**src/rtl/spi_slave_pkg.sv**
```systemverilog
// spi_slave_pkg: shared states, command layout and SPI mode decode
package spi_slave_pkg;
   typedef enum logic [2:0] {IDLE, CMD, RD_PREP, RD_DATA, WR_DATA} state_t;
   localparam int CMD_W = 16;
   localparam int CMD_RW_BIT = 15;
   localparam int CMD_INC_BIT = 14;
   // returns {cpol, sample_on_leading}
   function automatic logic [1:0] mode_decode(input int mode);
      logic [1:0] m;
      m = 2'(mode);
      return {m[1], ~m[0]};
   endfunction
endpackage

```
**src/rtl/spi_slave_ram_burst_edge.sv**
```systemverilog
// spi_edge_sync: synchronises SCLK/CS_N/MOSI and derives sample/shift edges and CS events
module spi_edge_sync
   import spi_slave_pkg::*;
#(
   parameter int SYNC_STAGES = 2,
   parameter int SPI_MODE = 0
) (
   input  logic clk,
   input  logic rst_btn,
   input  logic sclk,
   input  logic cs_n,
   input  logic mosi,
   output logic sample_edge,
   output logic shift_edge,
   output logic cs_active,
   output logic cs_assert,
   output logic mosi_s
);
   localparam logic [1:0] MD = mode_decode(SPI_MODE);
   localparam int T = SYNC_STAGES - 1;
   logic [T:0] sclk_q, cs_q, mosi_q;
   logic sclk_d, cs_d, armed, toggled;
   // CS chain resets to "active" and armed stays low until CS is seen high,
   // so a CS held low through reset release never opens a frame
   always_ff @(posedge clk or posedge rst_btn)
      if (rst_btn) begin
         sclk_q <= {SYNC_STAGES{MD[1]}};
         cs_q <= '0;
         mosi_q <= '0;
         sclk_d <= MD[1];
         cs_d <= 1'b0;
         armed <= 1'b0;
      end else begin
         sclk_q <= {sclk_q[T-1:0], sclk};
         cs_q <= {cs_q[T-1:0], cs_n};
         mosi_q <= {mosi_q[T-1:0], mosi};
         sclk_d <= sclk_q[T];
         cs_d <= cs_active;
         armed <= armed | cs_q[T];
      end
   assign toggled = sclk_q[T] != sclk_d;
   assign sample_edge = toggled && ((sclk_q[T] != MD[1]) == MD[0]);
   assign shift_edge = toggled && ((sclk_q[T] != MD[1]) != MD[0]);
   assign cs_active = armed & ~cs_q[T];
   assign cs_assert = cs_active & ~cs_d;
   assign mosi_s = mosi_q[T];
endmodule

```
**src/rtl/spi_slave_ram_burst.sv**
```systemverilog
// spi_slave_ram_burst: SPI slave with burst read/write access to an internal RAM
module spi_slave_ram_burst
   import spi_slave_pkg::*;
#(
   parameter int DATA_W = 16,
   parameter int ADDR_W = 8,
   parameter int SPI_MODE = 0,
   parameter int SYNC_STAGES = 2
) (
   input  logic              clk,
   input  logic              rst_btn,
   input  logic              spi_sclk_in,
   input  logic              spi_cs_n_in,
   input  logic              spi_mosi_in,
   output logic              spi_miso_out,
   output logic              spi_miso_oe,
   output logic              wr_pulse,
   output logic [ADDR_W-1:0] wr_addr,
   output logic [DATA_W-1:0] wr_data,
   output logic [DATA_W-1:0] last_wr_data,
   output logic              busy,
   output logic              frame_err
);
   localparam int SH_W = (DATA_W > CMD_W) ? DATA_W : CMD_W;
   localparam logic [5:0] CMD_CNT = 6'(CMD_W);
   localparam logic [5:0] DW_CNT = 6'(DATA_W);
   logic sample_edge, shift_edge, cs_active, cs_assert, mosi_s;
   state_t st, st_n;
   logic [5:0] cnt, cnt_n;
   logic [SH_W-2:0] sh, sh_n;
   logic [SH_W-1:0] word;
   logic [ADDR_W-1:0] addr, addr_n, ra, wr_addr_n;
   logic inc, inc_n, seen, seen_n, re, wr_pulse_n, frame_err_n;
   logic [DATA_W-1:0] shout, shout_n, rd_q, wr_data_n, last_n;
   logic [DATA_W-1:0] mem [0:2**ADDR_W-1];

   spi_edge_sync #(.SYNC_STAGES(SYNC_STAGES), .SPI_MODE(SPI_MODE)) u_sync (
      .clk(clk), .rst_btn(rst_btn), .sclk(spi_sclk_in), .cs_n(spi_cs_n_in),
      .mosi(spi_mosi_in), .sample_edge(sample_edge), .shift_edge(shift_edge),
      .cs_active(cs_active), .cs_assert(cs_assert), .mosi_s(mosi_s)
   );

   always_ff @(posedge clk or posedge rst_btn)
      if (rst_btn) begin
         st <= IDLE;
         cnt <= '0;
         sh <= '0;
         addr <= '0;
         inc <= 1'b0;
         seen <= 1'b0;
         shout <= '0;
         wr_pulse <= 1'b0;
         wr_addr <= '0;
         wr_data <= '0;
         last_wr_data <= '0;
         frame_err <= 1'b0;
      end else begin
         st <= st_n;
         cnt <= cnt_n;
         sh <= sh_n;
         addr <= addr_n;
         inc <= inc_n;
         seen <= seen_n;
         shout <= shout_n;
         wr_pulse <= wr_pulse_n;
         wr_addr <= wr_addr_n;
         wr_data <= wr_data_n;
         last_wr_data <= last_n;
         frame_err <= frame_err_n;
      end

   // word always includes the bit arriving this cycle
   always_comb begin
      word = {sh, mosi_s};
      sh_n = sample_edge ? word[SH_W-2:0] : sh;
      st_n = st;
      cnt_n = cnt;
      addr_n = addr;
      inc_n = inc;
      seen_n = seen;
      shout_n = shout;
      wr_pulse_n = 1'b0;
      wr_addr_n = wr_addr;
      wr_data_n = wr_data;
      last_n = last_wr_data;
      frame_err_n = 1'b0;
      re = 1'b0;
      ra = addr;
      case (st)
         IDLE: begin
            st_n = cs_assert ? CMD : IDLE;
            cnt_n = cs_assert ? CMD_CNT : cnt;
         end
         CMD: if (sample_edge) begin
            cnt_n = cnt - 6'd1;
            if (cnt == 6'd1) begin
               addr_n = word[ADDR_W-1:0];
               inc_n = word[CMD_INC_BIT];
               cnt_n = DW_CNT;
               st_n = word[CMD_RW_BIT] ? RD_PREP : WR_DATA;
               re = word[CMD_RW_BIT];
               ra = word[ADDR_W-1:0];
            end
         end
         RD_PREP: begin
            shout_n = rd_q;
            seen_n = 1'b0;
            re = 1'b1;
            ra = addr + ADDR_W'(inc);
            st_n = RD_DATA;
         end
         // shift edges before the word's first sample keep the preloaded MSB
         RD_DATA: if (sample_edge) begin
            cnt_n = cnt - 6'd1;
            seen_n = 1'b1;
            if (cnt == 6'd1) begin
               addr_n = addr + ADDR_W'(inc);
               shout_n = rd_q;
               seen_n = 1'b0;
               re = 1'b1;
               ra = addr + ADDR_W'({inc, 1'b0});
               cnt_n = DW_CNT;
            end
         end else if (shift_edge && seen) shout_n = {shout[DATA_W-2:0], 1'b0};
         WR_DATA: if (sample_edge) begin
            cnt_n = cnt - 6'd1;
            if (cnt == 6'd1) begin
               wr_pulse_n = 1'b1;
               wr_addr_n = addr;
               wr_data_n = word[DATA_W-1:0];
               last_n = word[DATA_W-1:0];
               addr_n = addr + ADDR_W'(inc);
               cnt_n = DW_CNT;
            end
         end
         default: st_n = IDLE;
      endcase
      // a word completed in this same cycle counts as a clean boundary
      if (st != IDLE && !cs_active) begin
         frame_err_n = cnt_n != ((st_n == CMD) ? CMD_CNT : DW_CNT);
         st_n = IDLE;
      end
   end

   always_ff @(posedge clk) begin
      if (wr_pulse) mem[wr_addr] <= wr_data;
      if (re) rd_q <= mem[ra];
   end

   assign spi_miso_out = (st == RD_DATA) & shout[DATA_W-1];
   assign spi_miso_oe = cs_active;
   assign busy = st != IDLE;
endmodule

```
**config.mk**
```make
export PLATFORM = sky130hd
export DESIGN_NAME = spi_slave_ram_burst
export DESIGN_NICKNAME = d
export VERILOG_FILES = /design/src/rtl/spi_slave_pkg.sv /design/src/rtl/spi_slave_ram_burst_edge.sv /design/src/rtl/spi_slave_ram_burst.sv
export SDC_FILE = /design/constraint.sdc
export NUM_CORES = 2
export LEC_CHECK = 0
export BUFFER_PORTS_ARGS = -buffer_cell sky130_fd_sc_hd__buf_2
export CORE_ASPECT_RATIO = 0.9
export CORE_MARGIN = 2
export CORE_UTILIZATION = 45
export DETAILED_ROUTE_END_ITERATION = 6
export GPL_ROUTABILITY_DRIVEN = 0
export PLACE_DENSITY_LB_ADDON = 0.1
export SLEW_MARGIN = 25
export SYNTH_ARGS = -nofsm -noshare
export SYNTH_HDL_FRONTEND = slang
export SYNTH_SLANG_ARGS = --single-unit
```
**constraint.sdc**
```tcl
create_clock -name clk -period 4.3 [get_ports clk]
set_clock_uncertainty 0.1 [all_clocks]
set_input_delay 0.215 -clock clk [delete_from_list [all_inputs] [get_ports clk]]
set_output_delay 0.215 -clock clk [all_outputs]
set_load 0.02 [all_outputs]
```
==> impl_metrics.env <==
export IMPL_outcome="complete, but fails checks"
export IMPL_violations="DRC, setup timing"
export IMPL_area_sequential_um2=126000
export IMPL_overflow=0
export IMPL_core_um2=367000
export IMPL_nets=12700
export IMPL_dieHeight_um=580
export IMPL_portBuffers=49
export IMPL_syn_area_um2=166000
export IMPL_dpl_worst_slack_ns=-0.802
export IMPL_yosys_warnings=0
export IMPL_synth_flop_cell="edfxtp_1"
export IMPL_netlist_top_cells_area="edfxtp_1 74%, nand2_1 6.0%, mux4_2 2.5%"
export IMPL_ant_nets=0
export IMPL_wl_per_cell_um=31.2
export IMPL_slew_headroom=0.260
export IMPL_synthArstFlopShare=0.0203
export IMPL_grt_pass1_vias=102000
export IMPL_hold_violations=0
export IMPL_finalCriticalPeriod_ns=4.57
export IMPL_arrival_ns=5.23
export IMPL_cts_tree="done"
export IMPL_wl_um=561000
export IMPL_period_share=1.06
export IMPL_peakVddDrop_mv=0.402
export IMPL_postSynthAreaPerCell_um2=14.6
export IMPL_r2r_slack_ns=-0.27
export IMPL_synth_edf_count=4112
export IMPL_antenna_found_initial=35
export IMPL_dp_hpwl_um=364000
export IMPL_ff2ff_path_depth=20
export IMPL_end_kind="flop"
export IMPL_rows=211
export IMPL_rsz0062_at_grt="true"
export IMPL_fillers=29600
export IMPL_worstHoldStart="u_sync.cs_q[0]"
export IMPL_synth_cells=11300
export IMPL_synth_nets=11400
export IMPL_worstSkewPairLatency_ns=1.02
export IMPL_drc=13
export IMPL_die_x_um=644
export IMPL_avgViaCountPerCell=5.97
export IMPL_rr_endpoint="rd_q[7]"
export IMPL_finalSetupViolations=16
export IMPL_ios=50
export IMPL_ys_ff_latch=4197
export IMPL_clkSinkCount=4197
export IMPL_drv_cap=0
export IMPL_vias=107000
export IMPL_crit_fanout=14
export IMPL_grt_first_pass_wirelength_um=785000
export IMPL_ys_seq_area_frac=0.757
export IMPL_fmax_ghz=0.219
export IMPL_grt_max_degree=142
export IMPL_firstDrtPassIters=7
export IMPL_yosysTopAreaCell="edfxtp_1"
export IMPL_cts_root_buf="clkbuf_16"
export IMPL_whs_endpoint="u_sync.cs_q[1]"
export IMPL_drive_above_1_share=0.225
export IMPL_drt_iter0_drc=14100
export IMPL_clk_path_buf_depth=4
export IMPL_cts_buffers_inserted=427
export IMPL_dieArea_um2=373000
export IMPL_leakagePower_uw=0.0713
export IMPL_hold_path_class="flop to flop"
export IMPL_setup_tns_ns=-3.38
export IMPL_hold_depth=0
export IMPL_startpoint_type="flop"
export IMPL_yosys_top_cells_count="4,112 x edfxtp_1, 2,647 x nand2_1, 648 x nand3_1, 612 x a21oi_1, 378 x buf_2"
export IMPL_synthDominantCellAreaShare=0.744
export IMPL_syn2layout_area_growth_pct=21.1
export IMPL_yosysMostFrequentCell="edfxtp_1"
export IMPL_rr_startpoint="cnt[1]"
export IMPL_clk_pin_slew_worst_paths_ns=0.06
export IMPL_power_density_nw_per_um2=464
export IMPL_setup_slack_ns=-0.268
export IMPL_cts_htree_levels=5
export IMPL_worstMarginPinSlew_ns=1.11
export IMPL_start_util=0.452
export IMPL_grtUsageTotal=0.294
export IMPL_cp_required_ns=4.96
export IMPL_multi_input_area_um2=38800
export IMPL_slew_viol_final=0
export IMPL_synth_cell_types=84
export IMPL_worstSetupPathType="flop to flop"
## registers in the layout, indices dropped and copies added, names as in the netlist, 2 cells and up
register       flops
cnt                6
wr_addr            8
shout             16
rd_q              16
mem             4096
sh                15
u_sync.sclk_q      2
st                 3
u_sync.cs_q        2
last_wr_data      16
u_sync.mosi_q      2
addr               8
## critical path: stages (launching register included)
cell and delay [ns]:
dfrtp_1 0.38, inv_2 0.07, ha_4 0.13, or4b_4 0.50, buf_8 0.17, o211a_4 0.24, nor3_4 0.15, buf_6 0.13
buf_6 0.09, buf_12 0.14, buf_6 0.12, buf_16 0.18, nor2_4 0.08, buf_12 0.16, buf_12 0.15, buf_4 0.16
a221o_1 0.34, o211ai_1 0.44, a21oi_1 0.21, nand4_1 0.20, nor4_2 0.07
## metrics by stage
step           total power, µW  std cells  cell area [µm²]  hold WS (ns)  utilization
2_1_floorplan            50400      11300           166000         0.146            -
3_3_place_gp             56300      17100           184000         0.226        0.500
3_5_place_dp             56300      17100           184000         0.228        0.500
4_1_cts                  93100      17900           199000         0.263        0.543
5_1_grt                  95700      18000           201000         0.264        0.547
6_report                 93200      18000           201000         0.260        0.548
## per-layer routing
metal / routed length [µm] / share of wire / track usage
met1: 233000 / 0.42 / 0.426
met2: 253000 / 0.45 / 0.450
met3: 55900 / 0.10 / 0.0581
met4: 18800 / 0.033 / 0.0890
met5: 82 / 0.00015 / 0
## cells in the final DEF (no fill, tap or decap), types with 183 or more instances in the layout
cell and count:
nor2_1 230, nand2_1 2637, buf_4 1350, a21oi_1 583
nand3_1 632, clkbuf_16 445, edfxtp_1 4112, mux4_2 183
mux2i_1 290, buf_12 223
## final cells by class
class	count	area share
repair buffers	1735	0.0834
clock buffers	544	0.0565
clock inverters	233	0.0107
diodes	11	0.000137
flip-flops and latches	4197	0.625
well taps	4899	0.0305
multi-input cells	6350	0.193
inverters	11	0.000218
## worst max-delay path by stage
stage,from,cells past startpoint,end,slack (ns)
global placement,cnt[1],19,rd_q[5],-0.87
detailed placement,cnt[1],19,rd_q[5],-0.80
finish,cnt[1],20,rd_q[7],-0.27
global route,cnt[1],21,rd_q[6],-0.35
floorplan,last_wr_data[0],0,mem[0][0],0.06
CTS,cnt[1],19,rd_q[12],-0.20
## repair_timing
item                       4_1_cts  5_1_grt
pin swaps                       51       46
buffers inserted                59       49
gates resized for setup        241      190
hold endpoints to repair        63        0
setup endpoints to repair       16       16
cloned                          11        8
hold buffers                     8        0
## power breakdown
group | total (µW) | switching, µW | internal [µW]
Sequential | 44400 | 71.2 | 44300
Clock | 36400 | 15800 | 20600
Combinational | 12400 | 7590 | 4800
Total | 93200 | 23400 | 69700
## logic make-up (layout without fill, tap and decap cells)
logic type      Yosys count  after routing  share of synthesized area
xor+xnor                  3              3                   0.000158
buf+inv                 792           2523                     0.0234
flops                  4197           4197                      0.757
mux                     510            510                     0.0448
other cells               0             11                          0
fa+ha+maj                 6              6                   0.000453
simple gates           4159           4159                      0.107
compound gates         1672           1672                     0.0666
Note: power is estimated with default switching activity, not from simulation.
